**config.mk**
```make
export PLATFORM = sky130hd
export DESIGN_NAME = if_id_queue
export DESIGN_NICKNAME = d
export VERILOG_FILES = /design/src/rtl/if_id_queue.sv
export SDC_FILE = /design/constraint.sdc
export NUM_CORES = 1
export LEC_CHECK = 0
export CAP_MARGIN = 40
export CORE_ASPECT_RATIO = 0.5
export CORE_UTILIZATION = 50
export CTS_CLUSTER_SIZE = 20
export DETAILED_ROUTE_END_ITERATION = 6
export DONT_BUFFER_PORTS = 1
export PLACE_DENSITY_LB_ADDON = 0.3
export SETUP_SLACK_MARGIN = 0.2
export SLEW_MARGIN = 20
export SYNTH_ARGS = -nofsm -noshare
export SYNTH_HDL_FRONTEND = slang
export SYNTH_SLANG_ARGS = --single-unit
```
**constraint.sdc**
```tcl
create_clock -name clk -period 4.48 [get_ports clk]
set_input_delay 0.224 -clock clk [delete_from_list [all_inputs] [get_ports clk]]
set_output_delay 0.224 -clock clk [all_outputs]
set_load 0.05 [all_outputs]
```
**src/rtl/if_id_queue.sv**
```systemverilog
// Fetch-to-decode instruction queue: small FIFO of {pc, instr} pairs
// with first-word fall-through head and single-cycle flush on redirect.
module if_id_queue #(
    parameter int unsigned          XLEN      = 32,
    parameter int unsigned          DEPTH     = 4,
    parameter logic [XLEN-1:0]      NOP_INSTR = 32'h00000013
) (
    input  logic                     clk,
    input  logic                     rst,
    input  logic                     flush,
    input  logic                     in_valid,
    output logic                     in_ready,
    input  logic [XLEN-1:0]          in_pc,
    input  logic [XLEN-1:0]          in_instr,
    output logic                     out_valid,
    input  logic                     out_ready,
    output logic [XLEN-1:0]          out_pc,
    output logic [XLEN-1:0]          out_instr,
    output logic [$clog2(DEPTH):0]   count
);

    localparam int unsigned AW = $clog2(DEPTH);
    localparam logic [AW:0] FULL_CNT = (AW+1)'(DEPTH);

    logic [2*XLEN-1:0] mem_q [DEPTH];
    logic [AW-1:0]     wr_ptr_q, wr_ptr_d;
    logic [AW-1:0]     rd_ptr_q, rd_ptr_d;
    logic [AW:0]       count_q, count_d;
    logic              push, pop;
    logic [2*XLEN-1:0] head;

    assign in_ready  = (count_q != FULL_CNT);
    assign out_valid = (count_q != '0);
    assign push      = in_valid & in_ready;
    assign pop       = out_valid & out_ready;
    assign count     = count_q;

    assign head      = mem_q[rd_ptr_q];
    assign out_pc    = out_valid ? head[2*XLEN-1:XLEN] : '0;
    assign out_instr = out_valid ? head[XLEN-1:0] : NOP_INSTR;

    always_comb begin
        wr_ptr_d = wr_ptr_q;
        rd_ptr_d = rd_ptr_q;
        count_d  = count_q;
        if (flush) begin
            wr_ptr_d = '0;
            rd_ptr_d = '0;
            count_d  = '0;
        end else begin
            if (push) wr_ptr_d = wr_ptr_q + 1'b1;
            if (pop)  rd_ptr_d = rd_ptr_q + 1'b1;
            unique case ({push, pop})
                2'b10:   count_d = count_q + 1'b1;
                2'b01:   count_d = count_q - 1'b1;
                default: count_d = count_q;
            endcase
        end
    end

    always_ff @(posedge clk or posedge rst) begin
        if (rst) begin
            wr_ptr_q <= '0;
            rd_ptr_q <= '0;
            count_q  <= '0;
        end else begin
            wr_ptr_q <= wr_ptr_d;
            rd_ptr_q <= rd_ptr_d;
            count_q  <= count_d;
        end
    end

    // Storage needs no reset; validity is tracked by count alone.
    always_ff @(posedge clk) begin
        if (push && !flush) mem_q[wr_ptr_q] <= {in_pc, in_instr};
    end

endmodule

```
# After elaboration in Yosys (flattened, before gate mapping)
# Memories as Yosys holds them, arrays and structs flattened.
# Index checks and enable logic that the tools add are counted.
[word_totals] out_inout_bits=69 in_bits=69 reg_bits=7 ramBits=256 n_memories=1 elab_cells=29
[mem_list] name="mem_q" words=4 word_bits=64 read_ports=1 rd_clocked_by_memory_dff=0 wr=1 line_no="25" text="logic [2*XLEN-1:0] mem_q [DEPTH];"
[op_classes] n_addsub=4 eq_ne=3 n_reduce_logical=6 mux=10 bitwise=2
[op_table] op="2-to-1 mux 32 bit" n=2
[op_table] op="2-to-1 mux 2 bit" n=4
[op_table] op="case mux 3 bit (2 select lines)" n=1
[op_table] op="nonzero test 3 bit" n=2
[op_table] op="adder 2 x 1 -> 2 bit (second input constant)" n=2
[op_table] op="nonzero test 2 bit" n=2
[op_table] op="adder 3 x 1 -> 3 bit (second input constant)" n=1
[op_table] op="2-to-1 mux 3 bit" n=1
[op_table] op="!= test 3 bit (second input constant)" n=1
[op_table] op="subtractor 3 x 1 -> 3 bit (second input constant)" n=1
[op_table] op="bitwise AND 1 bit" n=2
[op_table] op="== test 2 x 1 -> 1 bit (second input constant)" n=1
[op_table] op="== test 2 bit (second input constant)" n=1
[op_table] op="2-to-1 mux 1 bit" n=2
[op_table] op="logical AND 1 bit" n=1
[op_table] op="zero test 1 bit" n=1

# Logic depth before layout (Yosys ltp)
# Gate-level depths: netlist (run 1).
[depth] depth_word=5 depth_mapped=10 depth_no_buf=10

# Least setup slack after synthesis (run 1)
# Ideal clock, no wire load.
[synth_path] path_type="register -> register" startpoint="reg count_q[0], in the netlist count[0]" endpoint="mem mem_q[0][0] (netlist bit), enable pin" path_buffers=0 arrival_ps=3129 setup_time_ps=429 t_required_ps=4051 period_less_slack_ps=3558 setup_slack_ps=922 path_stages_with_launch=5 cell_sequence="dfrtp_1 or3b_1 nand2_1 nor2_1 and2_1"
[synth_via] elab_chain_cells=5
[synth_lines] element="start, declared" line_no="28" text="logic [AW:0] count_q, count_d;"
[synth_lines] element="start signal, assigned" line_no="69" text="count_q <= count_d;"
[synth_lines] element="!= test 3 bit" line_no="32" text="assign in_ready = (count_q != FULL_CNT);"
[synth_lines] element="named net in_ready" line_no="12" text="output logic in_ready,"
[synth_lines] element="bitwise AND 1 bit" line_no="34" text="assign push = in_valid & in_ready;"
[synth_lines] element="logical AND 1 bit" line_no="75" text="if (push && !flush) mem_q[wr_ptr_q] <= {in_pc, in_instr};"
[synth_lines] element="2-to-1 mux 1 bit" line_no="75"
[synth_lines] element="2-to-1 mux 1 bit (not written as such)" line_no="75"
[synth_lines] element="end, declared" line_no="25"
# The timed path passes the listed nets, and every way through them passes these cells.

# Worst setup path after layout (run 1)
[layout_path] startpoint="reg count_q[0], in the netlist count[0]" endpoint="out out_instr[16]"
[layout_via] elab_chain_cells=2
[layout_lines] element="nonzero test 3 bit" line_no="33" text="assign out_valid = (count_q != '0);"
[layout_lines] element="2-to-1 mux 32 bit" line_no="40" text="assign out_instr = out_valid ? head[XLEN-1:0] : NOP_INSTR;"
[layout_lines] element="end, declared" line_no="18" text="output logic [XLEN-1:0] out_instr,"
# Every way passes these cells.

==> impl_metrics.tcl, run 1 <==
set metrics [dict create \
    drv_cap 0 \
    crit_path_start_kind "flip-flop" \
    drtAntennaViolNets 0 \
    slowest_delay_ns 0.80 \
    min_period_ns 3.27 \
    tightest_slew_ns 0.701 \
    hold_class "input pin to flip-flop" \
    cts_tree "done" \
    avgViaCountPerCell 5.47 \
    drc_errors 0 \
    antenna_found_initial 1 \
    p_clk_frac 0.309 \
    cts.sinks 263 \
    yosysSeqAreaShare 0.772 \
    dieWidth_um 204 \
    grt_use_total 0.171 \
    die_h_um 103 \
    clock_skew_ns 0.0104 \
    yosys_register_bits 263 \
    finalNonFillerCells 832 \
    critPathMaxFanout 41 \
    layout-drive-gt1-share 0.205 \
    io-pin-count 138 \
    pwr-share-seq 0.480 \
    synth.cell_area_um2 10200 \
    clkLatencyLatePin_ns 0.51 \
    crit_family "simple AND/OR/NAND/NOR gates" \
    ctsResizeCount 0 \
    wl_um 18100 \
    ys_types 31 \
    crit_path_top_delay_cell "dfrtp_1" \
    overflow 0 \
    htreeDepth 1 \
    nets 622 \
    grt_pass1_vias 4614 \
    fp-row-count 36 \
    cts_made_buffers 23 \
    syn_inst 469 \
    routedWlPerCell_um 21.7 \
    grt_first_pass_wirelength_um 26700 \
    drt-initial-drc-count 318 \
    power_density_nw_per_um2 498 \
    ys_warn_count 0 \
    netlist.area_leader.share 0.755 \
    root_buffer "clkbuf_16" \
    yosysTopAreaCell "edfxtp_1" \
    synth_area_per_cell_um2 21.7 \
    syn_nets 543 \
    worstPathRequired_ns 4.26 \
    fin_hold_ws_ns 0.0298 \
    finalCritPeriodShare 0.730 \
    swShare 0.301 \
    internal_power_mw 4.17 \
    grt_setup_unrepaired "false" \
    slew_violations 0 \
    peakVddDrop_mv 0.255 \
    finalHoldViolCount 0 \
    status "finished, final reports clean" \
    clk_pin_slew_worst_paths_ns 0.07 \
    post-dp-hpwl_um 10500 \
    synthTopCellsByArea "edfxtp_1, mux4_2, and2_1" \
    grt_max_degree 44 \
    relSlewSlack 0.533 \
    numPortBuffers 0 \
    area_growth_pct 17.6 \
    critPathKind "flip-flop to output port" \
    die_area_um2 21000 \
    fin_setup_tns_ns 0 \
    yosys-top-cells-count "edfxtp_1, and2_1, mux4_2" \
    leakagePower_nw 3.78 \
    initial_core_util 0.517 \
    cp_num_buf_inv 2 \
    setup_violations 0 \
    switching_power_mw 1.79 \
    critPathArrivalTime_ns 3.05 \
    vias 4552 \
    dp.cells 719 \
    power_frac_comb 0.211 \
    synth_edf_count 256 \
    fmax_mhz 306 \
    critPathCaptureType "output port" \
    clock_path_buffers 3 \
    synth_top_flop_cell "edfxtp_1" \
    drt-pass1-iter-count 4 \
    place_congestion 0.690 \
    path_cells "or2_2, nor2_2, inv_2, buf_4, and2_1" \
    core_area_um2 19700 \
    async_flop_share 0.0266 \
    yosysMostFrequentCell "edfxtp_1" \
]
-- path summary, 6_finish.rpt --
check	startpoint	slack, ns	cells past startpoint	end
setup / recovery	count[0]$_DFFE_PP0P_	1.21	5	out_instr[16]
hold / removal	out_ready	0.03	2	count[2]$_DFFE_PP0P_
setup reg to reg	count[0]$_DFFE_PP0P_	1.48	5	mem_q[3][2]$_DFFE_PP_
hold reg to reg	wr_ptr_q[1]$_DFFE_PP0P_	0.60	2	wr_ptr_q[1]$_DFFE_PP0P_
max in group asynchronous	rst	4.09	2	rd_ptr_q[1]$_DFFE_PP0P_
min in group asynchronous	rst	0.11	2	count[2]$_DFFE_PP0P_
-- timing repair --
item                      in CTS  in global routing
setup buffers                  0                  0
hold buffers                  69                  0
hold endpoints to repair     270                  0
-- state kept, by name, summed over array words and instances, names as in the netlist --
register / flops
count: 3
mem_q: 256
rd_ptr_q: 2
wr_ptr_q: 2
-- per-stage QoR --
stage	util	setup WS (ns)	instance area (µm²)	total power, mW
2_1_floorplan	-	0.922	10200	3.96
3_3_place_gp	0.530	1.43	10400	4.09
3_5_place_dp	0.536	1.52	10600	4.11
4_1_cts	0.607	1.16	11900	6.02
5_1_grt	0.608	1.02	12000	6.17
6_report	0.608	1.21	12000	5.97
-- kinds of logic (layout without fill, tap and decap cells) --
family	count (synthesis)	in the layout	synth area share
AND/OR/NAND/NOR	96	96	0.0553
multiplexers	65	65	0.143
AO/OA/AOI/OAI	9	9	0.00528
flip-flops	263	263	0.772
buffers and inverters	27	123	0.0146
adder cells (fa/ha/maj)	5	5	0.00688
XOR/XNOR	4	4	0.00344
other	0	1	0
-- area by class of cell --
cell class / count / area (µm²)
Clock buffer: 32 / 639
Multi-Input combinational cell: 179 / 2180
Fill cell: 1365 / 7710
Antenna cell: 1 / 2.50
Tap cell: 266 / 333
Timing Repair Buffer: 77 / 868
Inverter: 4 / 15.0
Clock inverter: 10 / 61.3
Sequential cell: 263 / 7870
-- worst register-to-register path, delay by kind of cell, from the launching register on --
kind                   cells  cell delay [ns]
and+or+nand+nor            4             1.56
DFF                        1             0.80
buffers and inverters      1             0.30
-- per-layer routing --
| metal | routed length, µm | up-vias | GRT usage |
|---|---|---|---|
| met5 | 0 | - | 0 |
| met4 | 308 | 0 | 0.0405 |
| met3 | 806 | 27 | 0.0389 |
| met2 | 8860 | 84 | 0.283 |
| met1 | 8090 | 2390 | 0.235 |
| li1 | - | 2051 | - |
-- power groups by stage --
stage	logic, mW	registers [mW]	clock network [mW]
2_1_floorplan	1.07	2.90	0
3_3_place_gp	1.12	2.96	0
3_5_place_dp	1.15	2.96	0
4_1_cts	1.23	2.91	1.88
5_1_grt	1.33	2.87	1.97
6_report	1.26	2.86	1.84
-- cell usage in the layout, fill, tap and decap left out, drive strengths merged --
cell type,Yosys,routed
nor3,2,2
nand4b,1,1
buf,13,8
or2,4,4
a21oi,3,3
nor2,10,10
clkbuf,10,32
or3,1,1
diode,0,1
edfxtp,256,256
mux2,1,1
a31oi,1,1
nand2,6,6
inv,4,6
o221ai,1,1
nand3,4,4
xor2,2,2
dfrtp,7,7
a41oi,1,1
ha,4,4
fa,1,1
clkinv,0,7
mux4,64,64
xnor2,2,2
o21ai,3,3
clkinvlp,0,1
or3b,2,2
and2,65,65
nand2b,1,1
dlygate4sd3,0,69
(Power assumes the default switching activity.)
==> run 2, diff against run 1 <==
==> constraint.sdc (replaced) <==
create_clock -name clk -period 3 [get_ports clk]
set_input_delay 0.15 -clock clk [delete_from_list [all_inputs] [get_ports clk]]
set_output_delay 0.15 -clock clk [all_outputs]
set_load 0.05 [all_outputs]
==> run 2 against run 1 <==
Compared with the run above:
- register-to-register slack got worse by 0.82 ns
- utilization grew 3.0 points
- combinational power is 76% higher
- sequential share of layout area shrank 3.1 points
- via count rose by 5.9%
- flip-flop and latch count stayed put
- global-route usage up 0.79 points
- cell count is 8.7% higher
- final area grew 4.9%
- hold slack worse by 0.011 ns
- critical path type unchanged
- largest cell class unchanged
- highest routed layer unchanged
==> impl_metrics.tcl, run 2 (synthesis gave the netlist of run 1 again) <==
set metrics [dict create \
    final_core_util 0.638 \
    hold_class "input pin to asynchronous set/reset pin" \
    cts_tree "done" \
    finalHoldViolCount 0 \
    peakVddDrop_mv 0.388 \
    layout_common_cells "edfxtp_1, buf_4, dlygate4sd3_1, mux4_2, and2_1" \
    place_congestion 0.742 \
    die_h_um 103 \
    fp-row-count 36 \
    vias 4820 \
    drtAntennaViolNets 0 \
    power_density_nw_per_um2 752 \
    largest_reg_flops 256 \
    die_area_um2 21000 \
    post-dp-hpwl_um 10800 \
    avgViaCountPerCell 5.33 \
    setup_violations 0 \
    io-pin-count 138 \
    min_period_ns 2.58 \
    overflow 0 \
    dieWidth_um 204 \
    slew_violations 0 \
    critPathArrivalTime_ns 2.43 \
    critPathMaxFanout 63 \
    fin_setup_tns_ns 0 \
    numPortBuffers 0 \
    grt_first_pass_wirelength_um 28100 \
    cts.sinks 263 \
    initial_core_util 0.517 \
    drt-pass1-iter-count 4 \
    n_antenna_cell 0 \
    crit_path_start_kind "flip-flop" \
    drt-initial-drc-count 213 \
    core_area_um2 19700 \
    grt_pass1_vias 4976 \
    relSlewSlack 0.556 \
    regMostFlops "mem_q" \
    drc_errors 0 \
    drv_cap 0 \
    clk_pin_slew_worst_paths_ns 0.07 \
    tightest_slew_ns 0.665 \
    critPathCaptureType "output port" \
    antenna_found_initial 0 \
    cts_made_buffers 24 \
    clock_path_buffers 3 \
    grt_max_degree 64 \
    fmax_mhz 388 \
    root_buffer "clkbuf_16" \
    grt_use_total 0.179 \
    layout-drive-gt1-share 0.298 \
    nets 694 \
    critPathKind "flip-flop to output port" \
    final_common_cell "edfxtp_1" \
    worstPathRequired_ns 2.85 \
    clkLatencyLatePin_ns 0.51 \
    htreeDepth 1 \
    status "finished, final reports clean" \
    routedWlPerCell_um 20.4 \
    area_growth_pct 23.4 \
    clock_skew_ns 0.0163 \
    leakagePower_nw 4.19 \
    wl_um 18500 \
    finalCritPeriodShare 0.860 \
    grt_setup_unrepaired "false" \
]
==> run 2: path summary, 6_finish.rpt <==
check / start / endpoint / slack, ns / cells past startpoint
max: count[2]$_DFFE_PP0P_ / out_instr[14] / 0.42 / 5
min: rst / wr_ptr_q[0]$_DFFE_PP0P_ / 0.02 / 2
max reg2reg: count[2]$_DFFE_PP0P_ / mem_q[1][19]$_DFFE_PP_ / 0.66 / 5
min reg2reg: wr_ptr_q[1]$_DFFE_PP0P_ / wr_ptr_q[1]$_DFFE_PP0P_ / 0.58 / 2
max in group asynchronous: rst / rd_ptr_q[1]$_DFFE_PP0P_ / 2.72 / 2
min in group clk: out_ready / count[1]$_DFFE_PP0P_ / 0.06 / 4
==> run 2: metrics by stage <==
step	power [mW]	instance area, µm²	hold WS [ns]	setup slack, ns	std cells
6_report	9.45	12600	0.0188	0.421	904
5_1_grt	9.80	12600	0.0430	0.273	904
4_1_cts	9.55	12600	0.00281	0.233	904
3_5_place_dp	6.46	11100	0.0108	0.666	791
3_3_place_gp	6.45	11100	0.000666	0.711	791
2_1_floorplan	5.91	10200	-0.0466	0.142	469
==> run 2: area by class of cell <==
| cell class | instances | area, µm² |
|---|---|---|
| Clock buffer | 27 | 633 |
| Inverter | 4 | 15.0 |
| Multi-Input combinational cell | 179 | 2180 |
| Timing Repair Buffer | 148 | 1390 |
| Clock inverter | 17 | 141 |
| Sequential cell | 263 | 7870 |
| Tap cell | 266 | 333 |
| Fill cell | 1360 | 7120 |
==> run 2: routing by layer <==
layer,track usage,up-vias,part of all wire
met5,0,-,0
met4,0.0370,0,0.016
li1,-,2207,-
met3,0.0335,25,0.035
met2,0.297,83,0.50
met1,0.253,2505,0.45
==> run 2: power breakdown <==
part           internal, mW  switching [mW]  total [mW]
clock                  1.70            1.28        2.98
sequential             4.18          0.0639        4.25
combinational         0.807            1.41        2.22
total                  6.69            2.76        9.45
==> run 2: worst max-delay path, stage by stage (launching register included) <==
cell	delay (ns)
dfrtp_1	0.77
nor2_2	0.16
inv_2	0.10
buf_6	0.42
and2_1	0.24
buf_4	0.21
==> run 2: what timing repair did <==
action                                 4_1_cts  5_1_grt
endpoints found under the hold margin      270        0
setup endpoints to repair                    0       61
resized for setup                            0        1
setup buffers                                0        0
hold buffers                                69        0
==> run 3, diff against run 2 <==
--- a/config.mk
+++ b/config.mk
@@ -5,6 +5,7 @@
 export SDC_FILE = /design/constraint.sdc
 export NUM_CORES = 1
 export LEC_CHECK = 0
+export ABC_AREA = 1
 export CAP_MARGIN = 40
 export CORE_ASPECT_RATIO = 0.5
 export CORE_UTILIZATION = 50
==> run 3 against run 2 <==
Compared with the run above:
- utilization fell by 0.13 points
- first-iteration DRC count rose by 120%
- setup slack got worse by 0.12 ns
- critical path type is now flip-flop to flip-flop
==> impl_metrics.tcl, run 3 <==
set metrics [dict create \
    yosys_register_bits 263 \
    clock_path_buffers 3 \
    peakVddDrop_mv 0.532 \
    fp-row-count 36 \
    crit_path_start_kind "flip-flop" \
    clock_skew_ns 0.00721 \
    clkLatencyLatePin_ns 0.50 \
    wl_um 21800 \
    final_cell_area_um2 12700 \
    netlist.area_leader.share 0.743 \
    rr_endpoint "count[2]$_DFFE_PP0P_" \
    htreeDepth 1 \
    synth_area_per_cell_um2 12.7 \
    initial_core_util 0.521 \
    timing.reg2reg.setup_slack_ns 0.31 \
    grt_pass1_vias 6481 \
    synth.cell_area_um2 10300 \
    avgViaCountPerCell 5.28 \
    die_area_um2 21300 \
    core_area_um2 19900 \
    slew_violations 0 \
    setup_violations 0 \
    drtAntennaViolNets 0 \
    fin_hold_ws_ns 0.0398 \
    die_h_um 104 \
    drc_errors 0 \
    largest_reg_flops 256 \
    synth_top_flop_cell "edfxtp_1" \
    grt_max_degree 130 \
    grt_setup_unrepaired "false" \
    min_period_ns 2.69 \
    dp_slack_ns 0.558 \
    yosysSeqAreaShare 0.760 \
    synthTopCellsByArea "edfxtp_1, nor2_1, o21ai_0" \
    yosysMostFrequentCell "nor2_1" \
    critPathMaxFanout 4 \
    cts_post_setup_buffers_inserted 0 \
    cts_made_buffers 24 \
    fin_setup_tns_ns 0 \
    root_buffer "clkbuf_16" \
    fmax_mhz 371 \
    grt_use_total 0.208 \
    critPathArrivalTime_ns 3.08 \
    drv_cap 0 \
    power_density_nw_per_um2 998 \
    syn_nets 889 \
    setup_ws_ns 0.306 \
    ys_warn_count 0 \
    ff2ff_path_depth 13 \
    nets 1015 \
    final_core_util 0.637 \
    post-dp-hpwl_um 12000 \
    worstPathRequired_ns 3.38 \
    fill_cells 1404 \
    synth_edf_count 256 \
    regMostFlops "mem_q" \
    finalNonFillerCells 1225 \
    syn_inst 815 \
    vias 6467 \
    leakagePower_nw 4.45 \
    cts.sinks 263 \
    yosysTopAreaCell "edfxtp_1" \
    status "finished, final reports clean" \
    yosys-top-cells-count "nor2_1, edfxtp_1, o21ai_0" \
    numPortBuffers 0 \
    cts_tree "done" \
    async_flop_share 0.0266 \
    placed_cell_area_um2 11200 \
    dieWidth_um 205 \
    power_mw 12.6 \
    clk_pin_slew_worst_paths_ns 0.06 \
    routedWlPerCell_um 17.8 \
    critPathKind "flip-flop to flip-flop" \
    critPathCaptureType "flip-flop" \
    layout-drive-gt1-share 0.134 \
    reg2reg_from "count[1]$_DFFE_PP0P_" \
    drt-pass1-iter-count 5 \
    ys_types 23 \
    hold_class "input pin to asynchronous set/reset pin" \
    drt-initial-drc-count 474 \
    tightest_slew_ns 0.578 \
    antenna_found_initial 2 \
    grt_first_pass_wirelength_um 34600 \
    finalHoldViolCount 0 \
    dp.cells 1112 \
    relSlewSlack 0.615 \
    finalCritPeriodShare 0.898 \
    io-pin-count 138 \
    layout_common_cells "nor2_1, edfxtp_1, o21ai_0, buf_4, dlygate4sd3_1" \
    area_growth_pct 22.3 \
    place_congestion 0.827 \
    overflow 0 \
]
[run 3: changes by cell type in the layout (fill, tap and decap cells not counted), moves of 10 or more]
cell | before | now
a21oi_1 | 3 | 64
and2_1 | 61 | 0
mux4_2 | 64 | 0
nand2_1 | 6 | 16
nor2_1 | 9 | 256
o21ai_0 | 3 | 124
[run 3: power by group]
group          internal, mW  switching (mW)  total, mW  leakage [nW]
sequential             4.25           0.133       4.39          2.41
clock                  1.76            1.21       2.97         0.372
combinational          1.39            3.88       5.27          1.67
[run 3: worst max-delay path: stages (launching register included)]
cell and delay, ns:
dfrtp_2 0.58, nor2_4 0.09, nand2_4 0.17, nand2_2 0.10
nand2_1 0.13, inv_1 0.07, fa_1 0.38, xnor2_1 0.19
inv_1 0.06, nand2_1 0.07, nand2_1 0.05, nand3_1 0.07
nand2_1 0.06, dlygate4sd3_1 0.55
[run 3: logic make-up after synthesis]
group,count (synthesis),synth area share
XOR/XNOR,1,0.000847
flip-flops,263,0.760
AND/OR/NAND/NOR,287,0.106
AO/OA/AOI/OAI,195,0.0954
buffers and inverters,64,0.0312
adder cells (fa/ha/maj),5,0.00677
[run 3: routing by layer]
layer | vias to the layer above | track usage | routed length, µm
met1 | 3140 | 0.285 | 9680
met3 | 27 | 0.0403 | 1120
li1 | 3140 | - | -
met5 | - | 0 | 0
met2 | 160 | 0.343 | 10600
met4 | 0 | 0.0513 | 388
[run 3: final cells by class]
type	instances	area [µm²]	share of cell area
antenna	2	5.00	0.000395
clock buffer	28	637	0.0503
tap	266	333	0.0263
multi-input combinational	488	2230	0.176
clock inverter	14	136	0.0108
sequential	263	7870	0.622
timing repair buffer	148	1380	0.109
inverter	16	61.3	0.00484
[run 3: worst max path at each step]
stage	from	endpoint	slack (ns)	cells after the start
finish	count[1]$_DFFE_PP0P_	count[2]$_DFFE_PP0P_	0.31	13
global route	count[1]$_DFFE_PP0P_	count[2]$_DFFE_PP0P_	0.20	13
CTS	count[0]$_DFFE_PP0P_	count[2]$_DFFE_PP0P_	0.25	13
detailed placement	count[0]$_DFFE_PP0P_	mem_q[0][7]$_DFFE_PP_	0.56	7
global placement	count[0]$_DFFE_PP0P_	mem_q[0][7]$_DFFE_PP_	0.60	7
floorplan	count[2]$_DFFE_PP0P_	mem_q[0][0]$_DFFE_PP_	0.28	5
[run 3: repair_timing]
item | in CTS | in global routing
resized for setup | 0 | 2
hold buffers | 69 | 0
setup endpoints to repair | 0 | 1
endpoints found under the hold margin | 270 | 0
